`config.mk`:
```
export PLATFORM = sky130hd
export DESIGN_NAME = alu_sequencer_flat
export DESIGN_NICKNAME = d
export VERILOG_FILES = /design/src/rtl/alu_sequencer_if.sv /design/src/rtl/alu_sequencer.sv /design/src/flat_wrapper.sv
export SDC_FILE = /design/constraint.sdc
export NUM_CORES = 1
export LEC_CHECK = 0
export CAP_MARGIN = 20
export CORE_ASPECT_RATIO = 1.4
export CORE_UTILIZATION = 25
export CTS_CLUSTER_SIZE = 16
export DETAILED_ROUTE_END_ITERATION = 6
export GPL_TIMING_DRIVEN = 0
export PLACE_DENSITY = 0.52
export SYNTH_ARGS = -nofsm -noshare
export SYNTH_HDL_FRONTEND = slang
export SYNTH_SLANG_ARGS = --single-unit
```
`constraint.sdc`:
```
create_clock -name clk -period 2.95 [get_ports clk]
set_clock_uncertainty 0.15 [all_clocks]
set_input_delay 0.59 -clock clk [delete_from_list [all_inputs] [get_ports clk]]
set_output_delay 0.59 -clock clk [all_outputs]
set_load 0.03 [all_outputs]
```
`src/rtl/alu_sequencer_if.sv`:
```
// Request, response and ALU-side signals of the multi-byte ALU sequencer.
// slave is the sequencer's view; master is the requester/ALU/consumer view.
interface alu_sequencer_if #(
    parameter int WIDTH     = 8,
    parameter int MAX_BYTES = 4
);
    localparam int WORD = WIDTH * MAX_BYTES;
    localparam int CNTW = $clog2(MAX_BYTES + 1);

    logic             req_valid;
    logic             req_ready;
    logic [WORD-1:0]  req_lhs;
    logic [WORD-1:0]  req_rhs;
    logic [3:0]       req_op_first;
    logic [3:0]       req_op_next;
    logic [CNTW-1:0]  req_bytes;

    logic [WIDTH-1:0] alu_lhs;
    logic [WIDTH-1:0] alu_rhs;
    logic [3:0]       alu_operation;
    logic [WIDTH-1:0] alu_result;
    logic             alu_flag_zero;
    logic             alu_flag_acarry;
    logic             alu_flag_lcarry;
    logic             alu_flag_sign;
    logic             alu_flag_overflow;

    logic             rsp_valid;
    logic             rsp_ready;
    logic [WORD-1:0]  rsp_result;
    logic             rsp_zero;
    logic             rsp_acarry;
    logic             rsp_lcarry;
    logic             rsp_sign;
    logic             rsp_overflow;

    logic             busy;

    modport slave (
        input  req_valid, req_lhs, req_rhs,
        input  req_op_first, req_op_next, req_bytes,
        output req_ready,
        output alu_lhs, alu_rhs, alu_operation,
        input  alu_result, alu_flag_zero, alu_flag_acarry,
        input  alu_flag_lcarry, alu_flag_sign, alu_flag_overflow,
        output rsp_valid, rsp_result, rsp_zero, rsp_acarry,
        output rsp_lcarry, rsp_sign, rsp_overflow,
        input  rsp_ready,
        output busy
    );

    modport master (
        output req_valid, req_lhs, req_rhs,
        output req_op_first, req_op_next, req_bytes,
        input  req_ready,
        input  alu_lhs, alu_rhs, alu_operation,
        output alu_result, alu_flag_zero, alu_flag_acarry,
        output alu_flag_lcarry, alu_flag_sign, alu_flag_overflow,
        input  rsp_valid, rsp_result, rsp_zero, rsp_acarry,
        input  rsp_lcarry, rsp_sign, rsp_overflow,
        output rsp_ready,
        input  busy
    );
endinterface

```
`src/rtl/alu_sequencer.sv`:
```
// Feeds a wide operation through the 8-bit ALU one byte per clock, LSB first,
// assembling the result word and the flags of the whole word.
module alu_sequencer #(
    parameter int         WIDTH     = 8,
    parameter int         MAX_BYTES = 4,
    parameter logic [3:0] IDLE_OP   = 4'h0
) (
    input logic            clk,
    input logic            reset_n,
    alu_sequencer_if.slave bus
);
    localparam int WORD = WIDTH * MAX_BYTES;
    localparam int CNTW = $clog2(MAX_BYTES + 1);
    localparam int IDXW = (MAX_BYTES > 1) ? $clog2(MAX_BYTES) : 1;

    typedef enum logic [1:0] {
        S_IDLE,
        S_RUN,
        S_DONE
    } state_t;

    state_t state, state_nx;

    logic [IDXW-1:0] idx;
    logic [IDXW-1:0] last_idx;
    logic [IDXW-1:0] last_eff;
    logic [WORD-1:0] lhs_q;
    logic [WORD-1:0] rhs_q;
    logic [WORD-1:0] result_q;
    logic [3:0]      op_first_q;
    logic [3:0]      op_next_q;
    logic            zero_acc;
    logic            acarry_q;
    logic            lcarry_q;
    logic            sign_q;
    logic            overflow_q;
    logic            accept;
    logic            step;
    logic            at_last;

    // Zero or oversize byte counts mean a full-width word.
    always_comb begin
        if (bus.req_bytes == '0 || bus.req_bytes > CNTW'(MAX_BYTES))
            last_eff = IDXW'(MAX_BYTES - 1);
        else
            last_eff = IDXW'(bus.req_bytes - CNTW'(1));
    end

    assign accept  = (state == S_IDLE) && bus.req_valid;
    assign step    = (state == S_RUN);
    assign at_last = (idx == last_idx);

    always_ff @(posedge clk or negedge reset_n) begin
        if (!reset_n)
            state <= S_IDLE;
        else
            state <= state_nx;
    end

    always_comb begin
        state_nx          = state;
        bus.req_ready     = 1'b0;
        bus.busy          = 1'b0;
        bus.rsp_valid     = 1'b0;
        bus.alu_lhs       = '0;
        bus.alu_rhs       = '0;
        bus.alu_operation = IDLE_OP;
        unique case (state)
            S_IDLE: begin
                bus.req_ready = 1'b1;
                if (bus.req_valid)
                    state_nx = S_RUN;
            end
            S_RUN: begin
                bus.busy    = 1'b1;
                bus.alu_lhs = lhs_q[int'(idx)*WIDTH +: WIDTH];
                bus.alu_rhs = rhs_q[int'(idx)*WIDTH +: WIDTH];
                // Byte 0 starts the chain; later bytes consume the ALU carry.
                bus.alu_operation = (idx == '0) ? op_first_q : op_next_q;
                if (at_last)
                    state_nx = S_DONE;
            end
            S_DONE: begin
                bus.rsp_valid = 1'b1;
                if (bus.rsp_ready)
                    state_nx = S_IDLE;
            end
            default: state_nx = S_IDLE;
        endcase
    end

    always_ff @(posedge clk or negedge reset_n) begin
        if (!reset_n) begin
            idx        <= '0;
            last_idx   <= '0;
            lhs_q      <= '0;
            rhs_q      <= '0;
            result_q   <= '0;
            op_first_q <= IDLE_OP;
            op_next_q  <= IDLE_OP;
            zero_acc   <= 1'b0;
            acarry_q   <= 1'b0;
            lcarry_q   <= 1'b0;
            sign_q     <= 1'b0;
            overflow_q <= 1'b0;
        end else if (accept) begin
            idx        <= '0;
            last_idx   <= last_eff;
            lhs_q      <= bus.req_lhs;
            rhs_q      <= bus.req_rhs;
            result_q   <= '0;
            op_first_q <= bus.req_op_first;
            op_next_q  <= bus.req_op_next;
            zero_acc   <= 1'b1;
            acarry_q   <= 1'b0;
            lcarry_q   <= 1'b0;
            sign_q     <= 1'b0;
            overflow_q <= 1'b0;
        end else if (step) begin
            result_q[int'(idx)*WIDTH +: WIDTH] <= bus.alu_result;
            zero_acc <= zero_acc & bus.alu_flag_zero;
            if (at_last) begin
                acarry_q   <= bus.alu_flag_acarry;
                lcarry_q   <= bus.alu_flag_lcarry;
                sign_q     <= bus.alu_flag_sign;
                overflow_q <= bus.alu_flag_overflow;
            end else begin
                idx <= idx + IDXW'(1);
            end
        end
    end

    assign bus.rsp_result   = result_q;
    assign bus.rsp_zero     = zero_acc;
    assign bus.rsp_acarry   = acarry_q;
    assign bus.rsp_lcarry   = lcarry_q;
    assign bus.rsp_sign     = sign_q;
    assign bus.rsp_overflow = overflow_q;
endmodule

```
`src/flat_wrapper.sv`:
```
// flat-port wrapper written by rule: the top's interface ports become plain ports
module alu_sequencer_flat 
#(
    parameter int         WIDTH     = 8,
    parameter int         MAX_BYTES = 4,
    parameter logic [3:0] IDLE_OP   = 4'h0
)
  (clk, reset_n, bus_req_valid, bus_req_lhs, bus_req_rhs, bus_req_op_first, bus_req_op_next, bus_req_bytes, bus_req_ready, bus_alu_lhs, bus_alu_rhs, bus_alu_operation, bus_alu_result, bus_alu_flag_zero, bus_alu_flag_acarry, bus_alu_flag_lcarry, bus_alu_flag_sign, bus_alu_flag_overflow, bus_rsp_valid, bus_rsp_result, bus_rsp_zero, bus_rsp_acarry, bus_rsp_lcarry, bus_rsp_sign, bus_rsp_overflow, bus_rsp_ready, bus_busy);
  alu_sequencer_if #(.WIDTH(WIDTH), .MAX_BYTES(MAX_BYTES)) bus_i ();
  input logic clk;
  input logic reset_n;
  input wire logic [$bits(bus_i.req_valid)-1:0] bus_req_valid;
  input wire logic [$bits(bus_i.req_lhs)-1:0] bus_req_lhs;
  input wire logic [$bits(bus_i.req_rhs)-1:0] bus_req_rhs;
  input wire logic [$bits(bus_i.req_op_first)-1:0] bus_req_op_first;
  input wire logic [$bits(bus_i.req_op_next)-1:0] bus_req_op_next;
  input wire logic [$bits(bus_i.req_bytes)-1:0] bus_req_bytes;
  output wire logic [$bits(bus_i.req_ready)-1:0] bus_req_ready;
  output wire logic [$bits(bus_i.alu_lhs)-1:0] bus_alu_lhs;
  output wire logic [$bits(bus_i.alu_rhs)-1:0] bus_alu_rhs;
  output wire logic [$bits(bus_i.alu_operation)-1:0] bus_alu_operation;
  input wire logic [$bits(bus_i.alu_result)-1:0] bus_alu_result;
  input wire logic [$bits(bus_i.alu_flag_zero)-1:0] bus_alu_flag_zero;
  input wire logic [$bits(bus_i.alu_flag_acarry)-1:0] bus_alu_flag_acarry;
  input wire logic [$bits(bus_i.alu_flag_lcarry)-1:0] bus_alu_flag_lcarry;
  input wire logic [$bits(bus_i.alu_flag_sign)-1:0] bus_alu_flag_sign;
  input wire logic [$bits(bus_i.alu_flag_overflow)-1:0] bus_alu_flag_overflow;
  output wire logic [$bits(bus_i.rsp_valid)-1:0] bus_rsp_valid;
  output wire logic [$bits(bus_i.rsp_result)-1:0] bus_rsp_result;
  output wire logic [$bits(bus_i.rsp_zero)-1:0] bus_rsp_zero;
  output wire logic [$bits(bus_i.rsp_acarry)-1:0] bus_rsp_acarry;
  output wire logic [$bits(bus_i.rsp_lcarry)-1:0] bus_rsp_lcarry;
  output wire logic [$bits(bus_i.rsp_sign)-1:0] bus_rsp_sign;
  output wire logic [$bits(bus_i.rsp_overflow)-1:0] bus_rsp_overflow;
  input wire logic [$bits(bus_i.rsp_ready)-1:0] bus_rsp_ready;
  output wire logic [$bits(bus_i.busy)-1:0] bus_busy;
  assign bus_i.req_valid = bus_req_valid;
  assign bus_i.req_lhs = bus_req_lhs;
  assign bus_i.req_rhs = bus_req_rhs;
  assign bus_i.req_op_first = bus_req_op_first;
  assign bus_i.req_op_next = bus_req_op_next;
  assign bus_i.req_bytes = bus_req_bytes;
  assign bus_req_ready = bus_i.req_ready;
  assign bus_alu_lhs = bus_i.alu_lhs;
  assign bus_alu_rhs = bus_i.alu_rhs;
  assign bus_alu_operation = bus_i.alu_operation;
  assign bus_i.alu_result = bus_alu_result;
  assign bus_i.alu_flag_zero = bus_alu_flag_zero;
  assign bus_i.alu_flag_acarry = bus_alu_flag_acarry;
  assign bus_i.alu_flag_lcarry = bus_alu_flag_lcarry;
  assign bus_i.alu_flag_sign = bus_alu_flag_sign;
  assign bus_i.alu_flag_overflow = bus_alu_flag_overflow;
  assign bus_rsp_valid = bus_i.rsp_valid;
  assign bus_rsp_result = bus_i.rsp_result;
  assign bus_rsp_zero = bus_i.rsp_zero;
  assign bus_rsp_acarry = bus_i.rsp_acarry;
  assign bus_rsp_lcarry = bus_i.rsp_lcarry;
  assign bus_rsp_sign = bus_i.rsp_sign;
  assign bus_rsp_overflow = bus_i.rsp_overflow;
  assign bus_i.rsp_ready = bus_rsp_ready;
  assign bus_busy = bus_i.busy;
  alu_sequencer #(.WIDTH(WIDTH), .MAX_BYTES(MAX_BYTES), .IDLE_OP(IDLE_OP)) u_core (.clk(clk), .reset_n(reset_n), .bus(bus_i));
endmodule
```
# Yosys cells after proc, flatten, opt, wreduce, memory -nomap -nowiden
# Cells that the tools add are included.
[totals] ff_bits=115 latchBits=0 mem_bits_rw=0 mem_bits_ro=0 input_bits=92 elab_cells=71 memories=0
[op_classes] addsub=3 multipliers=0 n_div=0 n_lt_le_gt_ge=1 n_eq_ne=7 n_shift=4 muxes=32 n_bitwise=1 reduce_logical=10
[ops] operator="two-way mux 32 bit" n=2
[ops] operator="variable part select 32 x 6 -> 8 bit" n=2
[ops] operator="negator 5 -> 33 bit" n=1
[ops] operator="variable shift 8 x 33 -> 32 bit, first input constant" n=1
[ops] operator="variable part select 8 x 33 -> 32 bit" n=1
[ops] operator="bitwise mux 32 bit" n=1
[ops] operator="two-way mux 1 bit" n=17
[ops] operator="two-way mux 8 bit" n=2
[ops] operator="two-way mux 2 bit" n=7
[ops] operator="two-way mux 4 bit" n=2
[ops] operator="!= test 2 bit, second input constant" n=3
[ops] operator="one-hot mux 2 bit (3 select lines)" n=1
[ops] operator="logical NOT 2 bit" n=2
[ops] operator="AND reduction 2 bit" n=2
[ops] operator="nonzero test 2 bit" n=2
[ops] operator="> comparator 3 bit, second input constant" n=1
[ops] operator="logical NOT 3 bit" n=1
[ops] operator="AND reduction 3 bit" n=1
[ops] operator="adder 2 x 1 -> 2 bit, second input constant" n=1
[ops] operator="== test 2 x 1 -> 1 bit, second input constant" n=1
[ops] operator="== test 2 bit" n=1
[ops] operator="== test 2 bit, second input constant" n=1
[ops] operator="!= test 2 x 1 -> 1 bit, second input constant" n=1
[ops] operator="subtractor 2 x 1 -> 2 bit, second input constant" n=1
[ops] operator="other kinds (3)" n=3

# Logic depth before layout (Yosys ltp)
# Gate-level depths: netlist of the first run.
[logic_depth] depth_word=5 ltp_mapped=8 depth_no_buf=5

# Least setup slack after synthesis of the first run
# Ideal clock, no wire load.
[synth_path] kind="register to output" start="reg u_core.idx[1]" end="out bus_alu_operation[0]" t_arrival_ns=1.817 required_time_ns=2.210 path_slack_ns=0.393 path_stages_with_launch=8 path_buffers=3 path_cell_list="dfrtp_1 buf_2 buf_2 inv_1 ha_1 clkbuf_1 mux2i_1 nor2_1"
[synth_between] elab_chain_len=3
[synth_rtl] element="start, declared" line_no="alu_sequencer.sv:24" source="logic [IDXW-1:0] idx;"
[synth_rtl] element="start signal, assigned" line_no="alu_sequencer.sv:128" source="idx <= idx + IDXW'(1);"
[synth_rtl] element="logical NOT 2 bit" line_no="alu_sequencer.sv:79" source="bus.alu_operation = (idx == '0) ? op_first_q : op_next_q;"
[synth_rtl] element="two-way mux 4 bit" line_no="alu_sequencer.sv:79"
[synth_rtl] element="two-way mux 4 bit" line_no="alu_sequencer.sv:68" source="unique case (state)"
[synth_rtl] element="end, declared" line_no="flat_wrapper.sv:21" source="output wire logic [$bits(bus_i.alu_operation)-1:0] bus_alu_operation;"
# No other way between the ends.

# Worst setup path after layout of the first run
[layout_path] start="reg u_core.idx[1]" end="out bus_alu_operation[3]"
# Same word-level chain as after synthesis.

==> metrics.log, run 1 <==
INFO  metric tritoncts_num_sinks = around 120
INFO  metric finalMaxSlewViolations = 0
INFO  metric cts-htree-levels = 4
INFO  metric layout.area.seq = 2880 µm²
INFO  metric tritoncts = done
INFO  metric detailedRoute.firstPassIterationCount = 4
INFO  metric grt_start_max_net_pins = 60
INFO  metric route.met3.wl = 949 µm
INFO  metric cts-buffers-inserted = 17
INFO  metric synth_cells = 514
INFO  metric fillerInstances = about 2k
INFO  metric cts.hold.buffers_added = 0
INFO  metric drive_gt1_share = 14.9%
INFO  metric syn_to_final_growth = 49.2%
INFO  metric synth.yosys.seq_area_share = between 50% and 60%
INFO  metric final.period_utilization = a little over nine tenths
INFO  metric power_density = about 1100 nW/µm²
INFO  metric synth.ff_latch_count = about 120
INFO  metric io_pins = around 150
INFO  metric crit_path_time_final = ~2.8 ns
INFO  metric worstSetupPathType = reg -> out
INFO  metric final_net_count = between 700 and 800
INFO  metric die_area = approximately 21000 µm²
INFO  metric floorplan.die.height = ~170 µm
INFO  metric yosys_warnings = 0
INFO  metric grt_setup_unrepaired = false
INFO  metric critPathRequiredTime = between 2 and 2.5 ns
INFO  metric vdd_drop_max = around 0.47 mV
INFO  metric groute.usage.overall = about 16%
INFO  metric route.vias.total = 4313
INFO  metric cts.reportedPaths.clkPinSlew = 0.06 ns
INFO  metric globalRouteOverflowTotal = 0
INFO  metric dpl.cell_count = approximately 920
INFO  metric post-dp-hpwl = ~12000 µm
INFO  metric std_cell_rows = between 60 and 70
INFO  metric report.final.hold_viol_count = 3
INFO  metric synth_cell_types = 35
INFO  metric critical_path_arrival = ~2.1 ns
INFO  metric crit_path_start_kind = flop
INFO  metric syn_area_per_cell = around 10 µm²
INFO  metric die_w = between 100 and 150 µm
INFO  metric ant_nets = 0
INFO  metric timing_worst_slew_pin_value = 0.570 ns
INFO  metric route.detailed.drc = 0
INFO  metric drt-vias-per-instance = ~4.5
INFO  metric mappedNetlistArea = ~5200 µm²
INFO  metric fin_worst_hold_slack = -0.00941 ns
INFO  metric detailroute.wirelength.met2 = roughly 8300 µm
INFO  metric route.layer.met1.wl = about 6400 µm
INFO  metric crit_path_max_fanout = 10
INFO  metric crit_path_end_kind = output port
INFO  metric wl_per_cell = between 15 and 20 µm
INFO  metric via_count_of_the_first_global_routing_pass = 4539
INFO  metric top_layer_used = met4
INFO  metric post-route-util = ~38%
INFO  metric multi_input_area = 2100 µm²
INFO  metric worst_skew_pair.late_latency = about 0.41 ns
INFO  metric cts-root-to-sink-buffers = 2
INFO  metric result_of_the_run = complete, but fails checks
INFO  metric wirelength = approximately 16000 µm
INFO  metric number_of_setup_violations_in_the_final_report = 0
INFO  metric hold_class = in -> async
INFO  metric io_buffer_count = between 150 and 200
INFO  metric grt_pass1_wl = 25000 µm
INFO  metric total_leakage_power = around 3.7 nW
INFO  metric cts_root_buffer_type = sky130_fd_sc_hd__clkbuf_16
INFO  metric max_freq = 351 MHz
INFO  metric core_area = 20100 µm²
INFO  metric mappedNetlistNets = 612
INFO  metric timing.max_cap.violations = 0
INFO  metric violated_checks = hold timing
INFO  metric initial_cell_density_of_the_core = 25.8%
INFO  metric max-slew-margin-rel = between 60% and 70%
INFO  metric finalWeightedCongestion = approximately 0.80
INFO  metric insertedDiodeCount = 0
INFO  metric antenna_found_initial = 0
INFO  metric detailedRoute.firstIterationViolations = a little under 200
INFO  metric finalNonFillerCells = ~950
==> critical path, stage by stage, from the launching register on <==
cell and delay, ns:
sky130_fd_sc_hd__dfrtp_2 0.44, sky130_fd_sc_hd__buf_6 0.17, sky130_fd_sc_hd__buf_6 0.17, sky130_fd_sc_hd__inv_1 0.13, sky130_fd_sc_hd__ha_4 0.21, sky130_fd_sc_hd__mux2i_1 0.20, sky130_fd_sc_hd__nor2_1 0.07, sky130_fd_sc_hd__clkdlybuf4s18_2 0.29
==> kinds of logic after synthesis <==
| family | share of synthesized area (%) |
|---|---|
| fa+ha+maj | 1.45 |
| flops | 55.6 |
| simple gates | 23.6 |
| mux | 8.70 |
| buf+inv | 4.01 |
| xor+xnor | 0.508 |
| compound gates | 6.09 |
==> final timing paths <==
check	from	end	slack (ns)	cells past startpoint
min in group clk	u_core.lhs_q[21]	u_core.lhs_q[21]	0.32	2
worst max register to register	u_core.idx[1]	u_core.bus.rsp_result[11]	0.47	7
worst min register to register	u_core.lhs_q[21]	u_core.lhs_q[21]	0.32	2
max in group asynchronous	reset_n	u_core.rhs_q[15]	1.98	2
worst max-delay path	u_core.idx[1]	bus_alu_operation[3]	0.10	7
worst min-delay path	reset_n	u_core.bus.rsp_lcarry	-0.009	1
==> metrics by stage <==
| stage | setup WS, ns | power [mW] | TNS (ns) | area [µm²] |
|---|---|---|---|---|
| CTS | -0.00102 | 8.45 | -0.00202 | 7710 |
| global placement | -3.26 | 6.18 | -377.87 | 7000 |
| finish | 0.103 | 8.35 | 0 | 7720 |
| floorplan | 0.393 | 4.85 | 0 | 5170 |
| global route | 0.00225 | 8.89 | 0 | 7720 |
| detailed placement | -0.490 | 6.25 | -3.17 | 7030 |
==> repair_timing <==
item,4_1_cts,5_1_grt
setup buffers,0,2
gates resized for setup,66,5
setup endpoints to repair,21,14
==> cells in the final DEF, fill, tap and decap left out, drive strengths merged, types with 6 or more instances in the layout <==
cell | netlist | layout
ha | 6 | 6
nor2 | 8 | 8
nand3 | 9 | 9
inv | 10 | 9
clkdlybuf4s15 | 0 | 14
mux2i | 9 | 9
clkbuf | 4 | 25
nand2 | 236 | 236
dfrtp | 115 | 115
and2 | 16 | 16
clkdlybuf4s50 | 0 | 129
a22o | 24 | 24
mux4 | 16 | 16
a21oi | 8 | 8
buf | 26 | 30
clkinvlp | 0 | 6
==> per-layer routing <==
layer	up-vias	track usage, %
li1	2027	-
met1	2113	18.9
met2	154	28.3
met3	19	3.36
met4	0	6.39
met5	-	0
==> Yosys cell counts <==
| master | instances | area share [%] |
|---|---|---|
| sky130_fd_sc_hd__a21o_1 | 3 | 0.44 |
| sky130_fd_sc_hd__nand4b_4 | 1 | 0.46 |
| sky130_fd_sc_hd__inv_1 | 10 | 0.73 |
| sky130_fd_sc_hd__a31oi_1 | 1 | 0.12 |
| sky130_fd_sc_hd__nor3b_2 | 1 | 0.24 |
| sky130_fd_sc_hd__nor4b_4 | 2 | 0.92 |
| sky130_fd_sc_hd__o21ai_0 | 4 | 0.39 |
| sky130_fd_sc_hd__and3b_1 | 1 | 0.17 |
| sky130_fd_sc_hd__a22o_1 | 24 | 4.1 |
| sky130_fd_sc_hd__dfrtp_1 | 115 | 56 |
| sky130_fd_sc_hd__buf_4 | 2 | 0.29 |
| sky130_fd_sc_hd__nand2_1 | 236 | 17 |
| sky130_fd_sc_hd__nand3b_1 | 2 | 0.29 |
| sky130_fd_sc_hd__o31ai_1 | 1 | 0.15 |
| sky130_fd_sc_hd__nor3b_1 | 1 | 0.15 |
| sky130_fd_sc_hd__nor3_2 | 1 | 0.19 |
| sky130_fd_sc_hd__mux4_2 | 16 | 7.0 |
| sky130_fd_sc_hd__buf_2 | 21 | 2.0 |
| sky130_fd_sc_hd__or3_1 | 1 | 0.12 |
| sky130_fd_sc_hd__xnor2_1 | 1 | 0.17 |
| sky130_fd_sc_hd__ha_1 | 6 | 1.5 |
| sky130_fd_sc_hd__nand2b_1 | 2 | 0.24 |
| sky130_fd_sc_hd__nand4b_1 | 1 | 0.17 |
| sky130_fd_sc_hd__nand3_1 | 9 | 0.87 |
| sky130_fd_sc_hd__buf_6 | 1 | 0.22 |
| sky130_fd_sc_hd__xor2_1 | 2 | 0.34 |
| sky130_fd_sc_hd__and2_1 | 16 | 1.9 |
| sky130_fd_sc_hd__buf_1 | 1 | 0.072 |
| sky130_fd_sc_hd__mux2i_1 | 9 | 1.7 |
| sky130_fd_sc_hd__a21oi_1 | 8 | 0.77 |
| sky130_fd_sc_hd__nor2_1 | 8 | 0.58 |
| sky130_fd_sc_hd__buf_12 | 1 | 0.39 |
| sky130_fd_sc_hd__or3b_2 | 1 | 0.17 |
| sky130_fd_sc_hd__o2111ai_1 | 1 | 0.17 |
| sky130_fd_sc_hd__clkbuf_1 | 4 | 0.29 |
==> final cells by class <==
cell class | count | area share, %
inverter | 10 | 0.535
multi-input combinational | 359 | 27.2
sequential | 115 | 37.3
clock inverter | 12 | 2.01
clock buffer | 20 | 6.05
timing repair buffer | 154 | 20.2
buffer | 29 | 2.63
tap | 252 | 4.08
==> power by group <==
part	internal, mW	leakage [nW]	total, mW	switching [mW]
logic	1.57	1.89	3.65	2.07
registers	2.21	1.47	2.56	0.351
clock network	1.39	0.290	2.15	0.756
total	5.17	3.65	8.35	3.18
==> registers in the layout (all words and copies together) (netlist names) <==
| register | cells |
|---|---|
| u_core.bus.rsp_acarry | 1 |
| u_core.bus.rsp_lcarry | 1 |
| u_core.bus.rsp_overflow | 1 |
| u_core.bus.rsp_result | 32 |
| u_core.bus.rsp_sign | 1 |
| u_core.bus.rsp_zero | 1 |
| u_core.idx | 2 |
| u_core.last_idx | 2 |
| u_core.lhs_q | 32 |
| u_core.op_first_q | 4 |
| u_core.op_next_q | 4 |
| u_core.rhs_q | 32 |
| u_core.state | 2 |
Note: power is estimated with default switching activity, not from simulation.
==> run 2, diff against run 1 <==
--- a/config.mk
+++ b/config.mk
@@ -9,2 +9,3 @@
 export CORE_ASPECT_RATIO = 1.4
+export CORE_MARGIN = 2
 export CORE_UTILIZATION = 25
==> constraint.sdc (replaced) <==
create_clock -name clk -period 2.95 [get_ports clk]
set_clock_uncertainty 0.15 [all_clocks]
set_input_delay 0.885 -clock clk [delete_from_list [all_inputs] [get_ports clk]]
set_output_delay 0.885 -clock clk [all_outputs]
set_load 0.03 [all_outputs]
==> metrics.log, run 2 (synthesized netlist as in run 1, its figures left out) <==
INFO  metric result_of_the_run = complete, but fails checks
INFO  metric violated_checks = setup timing
INFO  metric tritoncts_num_sinks = around 120
INFO  metric io_buffer_count = between 150 and 200
INFO  metric detailedRoute.firstIterationViolations = 189
INFO  metric finalMaxSlewViolations = 0
INFO  metric reg2reg_end = u_core.bus.rsp_result[13]
INFO  metric drive_gt1_share = around a fifth
INFO  metric crit_path_end_kind = output port
INFO  metric floorplan.die.height = between 150 and 200 µm
INFO  metric tritoncts = done
INFO  metric io_pins = roughly 150
INFO  metric timing.max_cap.violations = 0
INFO  metric critical-path-slowest-cell = sky130_fd_sc_hd__mux4_2
INFO  metric syn_to_final_growth = 51.7%
INFO  metric cts-root-to-sink-buffers = 2
INFO  metric cts.reportedPaths.clkPinSlew = roughly 0.06 ns
INFO  metric initial_cell_density_of_the_core = between 20% and 30%
INFO  metric cpPeakStageDelay = 0.51 ns
INFO  metric post-dp-hpwl = 11900 µm
INFO  metric critical_path_arrival = 1.92 ns
INFO  metric crit_path_start_kind = flop
INFO  metric hold_class = in -> async
INFO  metric detailedRoute.firstPassIterationCount = 4
INFO  metric cp_common_cell = sky130_fd_sc_hd__buf_6
INFO  metric insertedDiodeCount = 0
INFO  metric crit_path_time_final = 2.95 ns
INFO  metric power_density = between 1000 and 1500 nW/µm²
INFO  metric timing_worst_slew_pin_value = approximately 0.58 ns
INFO  metric crit_path_start = u_core.idx[0]
INFO  metric crit-reg2reg-launch = u_core.idx[0]
INFO  metric worstPathCellList = buf_6 > buf_12 > mux4_2 > and2_4 > buf_6
INFO  metric core_area = 20400 µm²
INFO  metric crit_path_max_fanout = 6
INFO  metric via_count_of_the_first_global_routing_pass = between 4k and 5k
INFO  metric setup_total_negative_slack = -0.00496 ns
INFO  metric critPathRequiredTime = ~1.9 ns
INFO  metric layout.cells.most_common = sky130_fd_sc_hd__nand2_1
INFO  metric report.final.hold_viol_count = 0
INFO  metric max-slew-margin-rel = 61.2%
INFO  metric worst_skew_pair.late_latency = between 0.4 and 0.5 ns
INFO  metric wirelength = approximately 16000 µm
INFO  metric vdd_drop_max = about 0.5 mV
INFO  metric final_net_count = about 790
INFO  metric die_w = 126 µm
INFO  metric finalWeightedCongestion = 0.795
INFO  metric cts_root_buffer_type = sky130_fd_sc_hd__clkbuf_16
INFO  metric max_freq = around 340 MHz
INFO  metric route.vias.total = 4340
INFO  metric globalRouteOverflowTotal = 0
INFO  metric post-route-util = around two fifths
INFO  metric final_setup_margin = -0.00496 ns
INFO  metric worstSetupPathType = reg -> out
INFO  metric grt_pass1_wl = 26300 µm
INFO  metric antenna_found_initial = 0
INFO  metric std_cell_rows = 62
INFO  metric drt-vias-per-instance = about 4.5
INFO  metric r2r_cells = 7
INFO  metric cts-buffers-inserted = 17
INFO  metric number_of_setup_violations_in_the_final_report = 1
INFO  metric route.detailed.drc = 0
INFO  metric total_leakage_power = approximately 3.8 nW
INFO  metric cts-htree-levels = 4
INFO  metric die_area = around 22000 µm²
INFO  metric layout_common_cells = sky130_fd_sc_hd__nand2_1, sky130_fd_sc_hd__clkdlybuf4s50_1, sky130_fd_sc_hd__dfrtp_1
INFO  metric r2r_setup_slk = between 0.7 and 0.8 ns
INFO  metric wl_per_cell = between 15 and 20 µm
INFO  metric grt_setup_unrepaired = true
INFO  metric final.period_utilization = 100%
INFO  metric groute.usage.overall = around 16%
INFO  metric grt_start_max_net_pins = 70
INFO  metric ant_nets = 0
INFO  metric design_power_total = 8.76 mW
==> run 2: changes by cell type in the layout (fill, tap and decap cells not counted), moves of 9 or more <==
cell                              before  now
sky130_fd_sc_hd__and2_4                0   15
sky130_fd_sc_hd__buf_6                 4   19
sky130_fd_sc_hd__and2_1               16    1
sky130_fd_sc_hd__clkdlybuf4s15_2      14    0
sky130_fd_sc_hd__buf_4                 2   11
==> run 2: how the worst max path moves through the flow <==
stage,to,cells after the start
floorplan,bus_alu_operation[0],7
global placement,u_core.op_first_q[3],1
detailed placement,bus_alu_operation[3],8
CTS,bus_alu_rhs[3],5
global route,bus_alu_rhs[3],5
finish,bus_alu_rhs[3],5
==> run 2: stage by stage <==
stage | std cells | area (µm²) | setup slack, ns | hold slack, ns
floorplan | 514 | 5170 | 0.0984 | 0.290
global placement | 921 | 7010 | -3.61 | 0.302
detailed placement | 922 | 7040 | -0.820 | 0.307
CTS | 961 | 7830 | -0.0288 | 0.247
global route | 963 | 7850 | -0.0871 | 0.275
finish | 963 | 7850 | -0.00496 | 0.248
==> run 2: worst max-delay path, delay by kind of cell (launching register included) <==
family,cells,cell delay (ns)
buffers and inverters,3,0.45
flip-flops,1,0.36
multiplexers,1,0.51
AND/OR/NAND/NOR,1,0.18
==> run 2: where the power goes <==
part | switching, mW | internal, mW
registers | 0.356 | 2.20
logic | 2.19 | 1.83
clock network | 0.749 | 1.43
==> run 2: layout make-up <==
class                           count  area [µm²]
Timing Repair Buffer              162        1630
Inverter                           10        46.3
Tap cell                          256         320
Fill cell                        2067       12600
Sequential cell                   115        2880
Buffer                             29         206
Clock buffer                       18         439
Clock inverter                     14         186
Multi-Input combinational cell    359        2140
==> run 2: timing repair <==
item / CTS / global route
resized for setup: 168 / 7
gates cloned: 1 / 0
setup buffers: 7 / 2
setup endpoints to repair: 23 / 21
pin swaps: 8 / 2
hold buffers: 0 / 0
==> run 2: routing by layer <==
layer | track usage, % | part of all wire, % | vias up
met2 | 26.7 | 50 | 152
li1 | - | - | 2043
met5 | 0 | 0 | -
met3 | 5.02 | 5.6 | 28
met1 | 18.7 | 42 | 2117
met4 | 5.28 | 2.1 | 0
